## src/rtl/frontend_pkg.sv

```systemverilog
// Shared front-end types and constants.
//   fetch_t       : {instruction, pc} entry pushed into the instruction queue
//   fetch_state_t : fetch sequencer states
//   DEFAULT_RESET_PC / FETCH_BYTES : reset fetch address and PC step per word
package frontend_pkg;

    typedef struct packed {
        logic [31:0] instruction;
        logic [31:0] pc;
    } fetch_t;

    typedef enum logic [1:0] {
        IDLE,
        WAIT,
        DRAIN
    } fetch_state_t;

    localparam logic [31:0] DEFAULT_RESET_PC = 32'h1ECE_B000;
    localparam logic [31:0] FETCH_BYTES      = 32'd4;

endpackage

```

## src/rtl/fetch_credit_counter.sv

```systemverilog
// Credit counter tracking free instruction-queue slots.
//   clk, rst  : clock, synchronous active-high reset (count = depth)
//   inc       : a slot was freed (queue dequeue)
//   dec       : a slot was reserved (fetch issued)
//   load_max  : restore all credits (queue flush); overrides inc/dec
//   nonzero   : at least one credit available
module fetch_credit_counter #(
    parameter int unsigned IQUEUE_INDEX_WIDTH = 2
) (
    input  logic clk,
    input  logic rst,
    input  logic inc,
    input  logic dec,
    input  logic load_max,
    output logic nonzero
);

    localparam logic [IQUEUE_INDEX_WIDTH:0] CREDIT_MAX = {1'b1, {IQUEUE_INDEX_WIDTH{1'b0}}};

    logic [IQUEUE_INDEX_WIDTH:0] count_q;

    always_ff @(posedge clk) begin
        if (rst || load_max) begin
            count_q <= CREDIT_MAX;
        end else if (inc && !dec) begin
            // Saturate at depth; a spurious dequeue must not wrap the count.
            if (count_q != CREDIT_MAX) begin
                count_q <= count_q + 1'b1;
            end
        end else if (dec && !inc) begin
            if (count_q != '0) begin
                count_q <= count_q - 1'b1;
            end
        end
    end

    assign nonzero = (count_q != '0);

endmodule

```

## src/rtl/fetch_controller.sv

```systemverilog
// Front-end fetch sequencer between the PC, the instruction memory port and the
// instruction queue. One word-aligned fetch outstanding at a time, throttled by
// queue credits; redirects flush the queue and squash the in-flight fetch.
//   clk, rst             : clock, synchronous active-high reset
//   redirect/redirect_pc : back-end redirect pulse and target (bits [1:0] dropped)
//   stall                : blocks new issues only
//   imem_addr/imem_rmask : request address and one-cycle 4'hF read strobe
//   imem_rdata/imem_resp : returned word and its one-cycle strobe
//   iq_enq/enq_entry     : queue push of {instruction, pc}
//   iq_deq               : queue dequeue by decode (frees a credit)
//   iq_flush             : one-cycle queue clear
module fetch_controller
    import frontend_pkg::*;
#(
    parameter int unsigned IQUEUE_INDEX_WIDTH = 2,
    parameter logic [31:0] RESET_PC           = DEFAULT_RESET_PC
) (
    input  logic        clk,
    input  logic        rst,
    input  logic        redirect,
    input  logic [31:0] redirect_pc,
    input  logic        stall,
    output logic [31:0] imem_addr,
    output logic [3:0]  imem_rmask,
    input  logic [31:0] imem_rdata,
    input  logic        imem_resp,
    output logic        iq_enq,
    output fetch_t      enq_entry,
    input  logic        iq_deq,
    output logic        iq_flush
);

    fetch_state_t state_q;
    logic [31:0]  pc_q;
    logic [31:0]  fetch_pc_q;
    logic         credit_ok;
    logic         issue;
    logic         accept;

    assign issue  = !rst && (state_q == IDLE) && !redirect && !stall && credit_ok;
    // Response is pushed in the cycle it arrives unless a redirect kills it.
    assign accept = !rst && (state_q == WAIT) && imem_resp && !redirect;

    always_comb begin
        imem_addr  = '0;
        imem_rmask = 4'h0;
        iq_enq     = 1'b0;
        enq_entry  = '0;
        iq_flush   = !rst && redirect;
        if (issue) begin
            imem_addr  = pc_q;
            imem_rmask = 4'hF;
        end
        if (accept) begin
            iq_enq                = 1'b1;
            enq_entry.instruction = imem_rdata;
            enq_entry.pc          = fetch_pc_q;
        end
    end

    always_ff @(posedge clk) begin
        if (rst) begin
            state_q    <= IDLE;
            pc_q       <= RESET_PC;
            fetch_pc_q <= '0;
        end else if (redirect) begin
            pc_q <= redirect_pc & ~32'd3;
            unique case (state_q)
                // Without a response this cycle the squashed one is still owed.
                WAIT:    state_q <= imem_resp ? IDLE : DRAIN;
                DRAIN:   state_q <= imem_resp ? IDLE : DRAIN;
                default: state_q <= IDLE;
            endcase
        end else begin
            unique case (state_q)
                IDLE: begin
                    if (issue) begin
                        fetch_pc_q <= pc_q;
                        state_q    <= WAIT;
                    end
                end
                WAIT: begin
                    if (imem_resp) begin
                        pc_q    <= fetch_pc_q + FETCH_BYTES;
                        state_q <= IDLE;
                    end
                end
                DRAIN: begin
                    if (imem_resp) begin
                        state_q <= IDLE;
                    end
                end
                default: state_q <= IDLE;
            endcase
        end
    end

    fetch_credit_counter #(
        .IQUEUE_INDEX_WIDTH(IQUEUE_INDEX_WIDTH)
    ) u_credits (
        .clk      (clk),
        .rst      (rst),
        .inc      (iq_deq),
        .dec      (issue),
        .load_max (redirect && !rst),
        .nonzero  (credit_ok)
    );

endmodule

```

## config.mk

```make
export PLATFORM = sky130hd
export DESIGN_NAME = fetch_controller
export DESIGN_NICKNAME = d
export VERILOG_FILES = /design/src/rtl/frontend_pkg.sv /design/src/rtl/fetch_credit_counter.sv /design/src/rtl/fetch_controller.sv
export SDC_FILE = /design/constraint.sdc
export NUM_CORES = 1
export LEC_CHECK = 0
export CORE_AREA = 2 2 128 130
export CTS_CLUSTER_SIZE = 14
export DETAILED_ROUTE_END_ITERATION = 10
export DIE_AREA = 0 0 130 132
export DONT_BUFFER_PORTS = 1
export HOLD_SLACK_MARGIN = 0.12
export PLACE_DENSITY = 0.46
export SYNTH_ARGS = -nofsm -noshare
export SYNTH_HDL_FRONTEND = slang
export SYNTH_SLANG_ARGS = --single-unit
```

## constraint.sdc

```tcl
create_clock -name clk -period 2.8 [get_ports clk]
set_input_delay 0.56 -clock clk [delete_from_list [all_inputs] [get_ports clk]]
set_output_delay 0.56 -clock clk [all_outputs]
set_load 0.005 [all_outputs]
```

==> results of run 1 <==
==> power by group <==
part	total [µW]	internal, µW	switching, µW
clock network	1140	711	431
logic	175	72.0	103
registers	1060	1020	33.0
total	2370	1810	567
==> sequential cells by signal (all words and copies together) (netlist names) <==
name,count
pc_q,32
u_credits.count_q,3
fetch_pc_q,32
state_q,2
==> logic make-up after synthesis <==
group                      share of synthesized area [%]
adders and majority gates                           1.48
buffers and inverters                               9.34
xor gates and xnor gates                            5.39
DFF                                                 35.4
AOI/OAI and AO/OA                                   17.2
and+or+nand+nor                                     31.1
==> worst max-delay path, stage by stage, from the launching register on <==
cell,delay (ns)
dfxtp_1,0.29
inv_1,0.09
ha_2,0.20
or4b_4,0.47
or2_4,0.30
inv_8,0.10
buf_12,0.13
nand2_1,0.11
inv_2,0.09
==> final timing paths <==
| kind | start | endpoint |
|---|---|---|
| max reg2reg | state_q[1] | u_credits.count_q[2] |
| min | rst | fetch_pc_q[0] |
| min reg2reg | pc_q[1] | pc_q[1] |
| max | state_q[1] | imem_addr[15] |
==> cell type report <==
type                       instances  share of cell area (%)
timing repair buffer              16                    3.48
inverter                          39                    3.48
clock buffer                      12                    5.58
sequential                        69                    31.3
clock inverter                     4                    1.08
multi-input combinational        381                    49.0
tap                              216                    6.12
==> layer usage <==
metal  track usage, %  vias to the layer above
met4             3.88                        0
met3             5.44                       10
met2             24.5                      110
met5                0                        -
li1                 -                     1799
met1             19.7                     1750
==> through the flow <==
step | instance area, µm² | cells
after floorplan | 3900 | 536
after global placement | 4080 | 719
after detailed placement | 4080 | 719
after CTS | 4380 | 736
after global routing | 4420 | 737
final | 4420 | 737
==> cell usage in the layout, fill, tap and decap left out, drive strengths merged, types with 2 or more instances in the layout <==
master,Yosys,final
buf,11,15
a21o,9,9
nand4,7,7
o21ai,22,22
nor4,2,2
nand2,87,87
and3,77,77
clkbuf,36,13
nor2,22,22
nor3,11,11
ha,3,3
inv,39,39
nand3,12,12
a31oi,8,8
o22ai,8,8
dfxtp,69,69
clkinv,0,2
nand2b,3,3
a211oi,2,2
and2,2,2
xor2,15,15
a22o,2,2
a2bb2oi,2,2
a21oi,55,55
or2,3,3
and4,5,5
xnor2,9,9
a221oi,3,3
==> repair_timing <==
| item | in CTS | in global routing |
|---|---|---|
| endpoints found under the setup margin | 30 | 33 |
| buffers inserted | 1 | 0 |
| hold buffers | 0 | 0 |
| gates resized for setup | 1 | 6 |
| cloned | 0 | 1 |
==> results by group, run 1 <==
Run
  – Max-cap violation count: 0

Floorplanning
  – Die area: 17200 µm²
  – Io pins: 172
  – Die Ht: 132 µm
  – CORE AREA: 15700 µm²
  – Die X: 130 µm
  – Standard-cell rows: between 40 and 50
  – Initial core utilization: about a quarter

Global routing
  – Vias in the first global route: 3564
  – Initial antenna violation count: 0
  – GRT Util Overall: 15.3%
  – Pin count of the biggest net entering global routing: between 60 and 70
  – Global route overflow: 0
  – First-pass GRT wire length: about 20 mm

Logic synthesis
  – Fraction of registers with async set/reset: 0%
  – Seq/Total Area, Yosys: 35.4%
  – Syn avg cell area: 7.27 µm²
  – Ys flop type: dfxtp_1
  – Most frequent cell after synthesis: nand2_1
  – Netlist cell types: 43
  – Number of flops mapped to enable cells by yosys: 0
  – Yosys top cell area share: ~35%
  – Post-Syn Instances: 536
  – Post-synthesis register bit count: 69
  – Commonest cells in the synthesized netlist: nand2_1 (87), and3_1 (77), dfxtp_1 (69)
  – Mapped Area: between 3000 and 4000 µm²
  – Area contributors post-synth: dfxtp_1 (35%), and3_1 (12%), nand2_1 (8.4%)
  – Ys Warns: 0
  – Post-Synthesis Net Count: between 600 and 700
  – Yosys top cell by area: dfxtp_1

Clock network
  – Clock tree buffer depth: 2
  – Clock H-tree levels: 3
  – CTS tree: done
  – CTS Sinks: 69
  – Clock input transition at the sequential cells of the worst setup and hold paths: ~0.060 ns
  – Clock Root Buffer: clkbuf_16
  – Clock latency on the worst-skew pair: 0.34 ns
  – Total CTS buffers: 9

Detailed routing
  – Vias post-DR: 3669
  – Sum of routed wire segments on met1: 6.00 mm
  – DR pass1 iterations: 4
  – Antenna-violating nets left: 0
  – Highest metal used: met4
  – DR WL/cell: 18.1 µm
  – DR vias/cell: 4.98
  – Metal2 WL: 6.30 mm
  – Final wirelength: about 13 mm
  – Iter 0 DRT Violations: 150
  – Drt drc: 0
  – WL met3: 928 µm

Critical path
  – R2R setup slack: approximately 0.40 ns
  – Required @ worst endpoint: between 2 and 2.5 ns
  – WS Path Type: flip-flop to output pin
  – Startpoint types: flip-flop
  – Worst r2r path cells: 7
  – Crit path capture type: output pin
  – Worst-path fanout max: 8
  – Arrival @ worst endpoint: 2.12 ns

Outcome
  – Status: finished, final reports clean

Timing
  – Clk_skew: 0.00657 ns
  – Final hold violation count: 0
  – Max Freq: about 0.37 GHz
  – Unrepaired setup endpoints after global routing: no
  – Fin. max-slew vios: 0
  – Slew @ Worst Pin: approximately 0.52 ns
  – Final critical-path required period: 2.68 ns
  – Final Setup Violations: 0
  – Worst hold margin: 0.298 ns
  – Relative slew slack: 64.9%
  – Final period util: 95.8%
  – Setup TNS: 0 ns
  – Final worst slack: 0.116 ns

Cells and area
  – Reg area: 1380 µm²
  – Layout cells sized above 1: 7.68%
  – N_diodes: 0
  – Footprint of the multi-input gates: 2170 µm²
  – Layout net count: 590
  – Post-Route Utilization: approximately 28%
  – Area Growth Syn to Fin: 13.4%
  – Fillers: approximately 1700

Power
  – Pwr Total: 2370 µW
  – Pwr Density: 537 nW/µm²
  – Pleak: around 0.002 µW
  – Peak supply drop: ~0.27 mV

Min path
  – Worst hold path depth: 1
  – Worst hold path type: input pin to flip-flop

Place
  – GPL Wtd Cong: 0.781
  – Dpl hpwl: around 9.1 mm
  – PortBufs: 0
  – Pre-CTS setup slack: 0.240 ns
No activity file was read; power rests on OpenSTA's default activity.
==> inputs of run 2 (changes only) <==
--- a/config.mk
+++ b/config.mk
@@ -5,13 +5,15 @@
 export SDC_FILE = /design/constraint.sdc
 export NUM_CORES = 1
 export LEC_CHECK = 0
-export CORE_AREA = 2 2 128 130
+export ABC_CLOCK_PERIOD_IN_PS = 2800
+export CORE_AREA = 2 2 129 131
 export CTS_CLUSTER_SIZE = 14
 export DETAILED_ROUTE_END_ITERATION = 10
-export DIE_AREA = 0 0 130 132
+export DIE_AREA = 0 0 131 133
 export DONT_BUFFER_PORTS = 1
-export HOLD_SLACK_MARGIN = 0.12
+export HOLD_SLACK_MARGIN = 0.08
 export PLACE_DENSITY = 0.46
 export SYNTH_ARGS = -nofsm -noshare
 export SYNTH_HDL_FRONTEND = slang
+export SYNTH_HIERARCHICAL = 1
 export SYNTH_SLANG_ARGS = --single-unit
==> results by group, run 2 <==
Outcome
  – Status: finished, final reports clean

Critical path
  – Critical path's top delay family: buffers and inverters
  – Crit-path cells: inv_1 > ha_1 > nand3_1 > or2_1 > inv_4 > buf_4 > nand2_1 > inv_1
  – Crit path capture type: output pin
  – Required @ worst endpoint: 2.24 ns (about the same)
  – Worst r2r path cells: 11 (+4)
  – Reg2reg end: u_credits/count_q[2]
  – R2R setup slack: 0.38 ns (-0.02 ns)
  – Worst-path fanout max: 36 (+28)
  – Arrival @ worst endpoint: 2.02 ns (-0.10 ns)
  – Buf/Inv on CP: 4 (unchanged)
  – WP depth: 8 (unchanged)
  – CP max stage cell: buf_4
  – Crit path top cell by count: inv_1
  – Slowest stage delay, CP: 0.42 ns (-0.05 ns)
  – R2R Path Start: u_credits/count_q[0]
  – WS Path Type: flip-flop to output pin
  – Startpoint types: flip-flop

Detailed routing
  – Antenna-violating nets left: 0 (unchanged)
  – Drt drc: 0 (unchanged)
  – DR WL/cell: 18.4 µm (+1.3%)
  – Vias post-DR: 3539 (-3.5%)
  – Iter 0 DRT Violations: 189 (+26%)
  – DR vias/cell: 4.89 (-1.8%)
  – DR pass1 iterations: 4 (unchanged)
  – Final wirelength: 13.3 mm (-0.46%)

Logic synthesis
  – Post-Syn Instances: 523 (-2.4%)
  – Mapped Area: 3950 µm² (+1.3%)
  – Area contributors post-synth: dfxtp_1 (35%), and3_1 (12%), nand2_1 (7.7%)
  – Yosys top cell by area: dfxtp_1
  – Commonest cells in the synthesized netlist: nand2_1 (81), and3_1 (75), dfxtp_1 (69)
  – Seq/Total Area, Yosys: 35.0% (-0.47 points)
  – Netlist cell types: 49 (+14%)
  – Number of flops mapped to enable cells by yosys: 0 (unchanged)
  – Ys Warns: 6 (+6)
  – Most frequent cell after synthesis: nand2_1
  – Ys flop type: dfxtp_1
  – Post-Synthesis Net Count: 598 (-2.0%)
  – Yosys top cell area share: 35.0% (-0.47 points)
  – Fraction of registers with async set/reset: 0% (unchanged)
  – Syn avg cell area: 7.55 µm² (+3.9%)
  – Post-synthesis register bit count: 69 (unchanged)

Global routing
  – Pin count of the biggest net entering global routing: 69 (+7.8%)
  – Vias in the first global route: 3459 (-2.9%)
  – Global route overflow: 0 (unchanged)
  – First-pass GRT wire length: 20.0 mm (-1.8%)
  – GRT Util Overall: 15.2% (-0.098 points)
  – Met2 Use GR: 24.5% (+0.034 points)
  – Routing usage on met1: 19.5% (-0.20 points)
  – GR Layer Usage met3: 5.01% (-0.42 points)
  – Grt peak-use layer: met2
  – Initial antenna violation count: 0 (unchanged)

Place
  – Pre-CTS setup slack: 0.388 ns (+0.148 ns)
  – Dpl hpwl: 8.86 mm (-2.7%)
  – PortBufs: 0 (unchanged)
  – GPL Wtd Cong: 0.741 (-5.1%)

Min path
  – Hold Crit Start: rst
  – Worst hold path depth: 1 (unchanged)
  – Worst hold path type: input pin to flip-flop
  – Hold EP: fetch_pc_q[6]

Timing
  – Fin. max-slew vios: 0 (unchanged)
  – Final hold violation count: 0 (unchanged)
  – Max Freq: 0.387 GHz (+4.0%)
  – Final period util: 92.2% (-3.7 points)
  – Final Setup Violations: 0 (unchanged)
  – Slew @ Worst Pin: 0.805 ns (+0.281 ns)
  – Relative slew slack: 46.1% (-19 points)
  – Clk_skew: 0.00644 ns (-0.000127 ns)
  – Unrepaired setup endpoints after global routing: no
  – Worst hold margin: 0.294 ns (-0.00432 ns)
  – Final worst slack: 0.219 ns (+0.103 ns)
  – Final critical-path required period: 2.58 ns (-0.103 ns)
  – Setup TNS: 0 ns (unchanged)

Run
  – Max-cap violation count: 0 (unchanged)

Floorplanning
  – Die X: 131 µm (+0.77%)
  – CORE AREA: 16200 µm² (+2.9%)
  – Die Ht: 133 µm (+0.76%)
  – Die area: 17400 µm² (+1.5%)
  – Standard-cell rows: 47 (+2.2%)
  – Initial core utilization: 24.4% (-0.38 points)
  – Io pins: 172 (unchanged)

Power
  – Pleak: 0.00207 µW (+0.91%)
  – Reg power frac: 46.0% (+1.5 points)
  – Switch share: 25.1% (+1.2 points)
  – Comb power frac: 8.2% (+0.8 points)
  – P_sw: 583 µW (+2.8%)
  – Clock group share of total power: 45.8% (-2.3 points)
  – Peak supply drop: 0.315 mV (+17%)
  – Internal Power: 1740 µW (-3.8%)
  – Pwr Density: 532 nW/µm² (-0.98%)

Clock network
  – Clock tree buffer depth: 2 (unchanged)
  – Setup Fix Bufs, Post-CTS: 0 (-1)
  – Resize count post-CTS: 0 (-1)
  – Clock Root Buffer: clkbuf_16
  – Clock input transition at the sequential cells of the worst setup and hold paths: 0.06 ns (about the same)
  – Clock H-tree levels: 3 (unchanged)
  – CTS tree: done
  – Clock latency on the worst-skew pair: 0.34 ns (about the same)
  – CTS Sinks: 69 (unchanged)
  – CTS Hold Bufs: 0 (unchanged)
  – Total CTS buffers: 9 (unchanged)

Cells and area
  – Commonest non-fill, non-tap cells in the layout: nand2_1 (81), and3_1 (75), dfxtp_1 (69)
  – Layout net count: 576 (-2.4%)
  – Area Growth Syn to Fin: 10.5%
  – Commonest non-fill, non-tap cell in the layout: nand2_1
  – N_diodes: 0 (unchanged)
  – Layout cells sized above 1: 7.14% (-0.53 points)
  – Biggest regs: fetch_pc_q: 32 flops, pc_q: 32 flops, u_credits/count_q: 3 flops
run 2: cell count changes after synthesis, moves of 4 or more:
cell	previous run	this run
buf_2	0	4
nor3_1	11	7
nand2_1	87	81
o21ai_0	22	9
clkbuf_1	36	30
a21oi_1	55	45
o21ai_1	0	5
xor2_1	15	22
run 2: power by group through the flow:
stage	logic (µW)	registers [µW]	clock network (µW)
2_1_floorplan	177	1080	0
3_3_place_gp	185	1090	0
3_5_place_dp	192	1090	0
4_1_cts	193	1070	1100
5_1_grt	218	1070	1150
6_report	191	1070	1060
run 2: per-stage QoR:
stage | utilization (%) | cell area (µm²) | std cells | total power, µW
2_1_floorplan | - | 3950 | 523 | 1260
4_1_cts | 27.0 | 4360 | 724 | 2360
3_5_place_dp | 25.3 | 4100 | 710 | 1280
3_3_place_gp | 25.3 | 4100 | 710 | 1270
6_report | 27.0 | 4360 | 724 | 2320
5_1_grt | 27.0 | 4360 | 724 | 2440
run 2: how the worst max path moves through the flow:
stage                                     from              endpoint  slack [ns]
after floorplan                            rst  u_credits/count_q[1]        0.29
after CTS                           state_q[1]         imem_addr[11]        0.17
after global routing                state_q[1]         imem_addr[21]        0.04
after global placement    u_credits/count_q[0]  u_credits/count_q[2]        0.43
final                               state_q[0]         imem_addr[11]        0.22
after detailed placement  u_credits/count_q[0]  u_credits/count_q[2]        0.39
run 2: per-layer routing:
layer	up-vias	part of all wire (%)
met5	-	0
met4	0	1.1
met3	11	5.6
met2	85	48
met1	1701	45
li1	1742	-
run 2: cell type report:
cell class	instances	area, µm²
multi-input combinational	368	2200
tap	220	275
inverter	43	164
sequential	69	1380
timing repair buffer	10	75.1
clock buffer	12	256
fill	1772	11800
clock inverter	2	10.0
run 2: cell families (layout without fill, tap and decap cells):
kind of cell	count (synthesis)	in the layout	synth area share (%)
and+or+nand+nor	224	224	30.3
AOI/OAI and AO/OA	106	106	16.2
buffers and inverters	86	67	9.31
DFF	69	69	35.0
xor gates and xnor gates	30	30	6.65
adders and majority gates	5	5	1.77
muxes	3	3	0.760
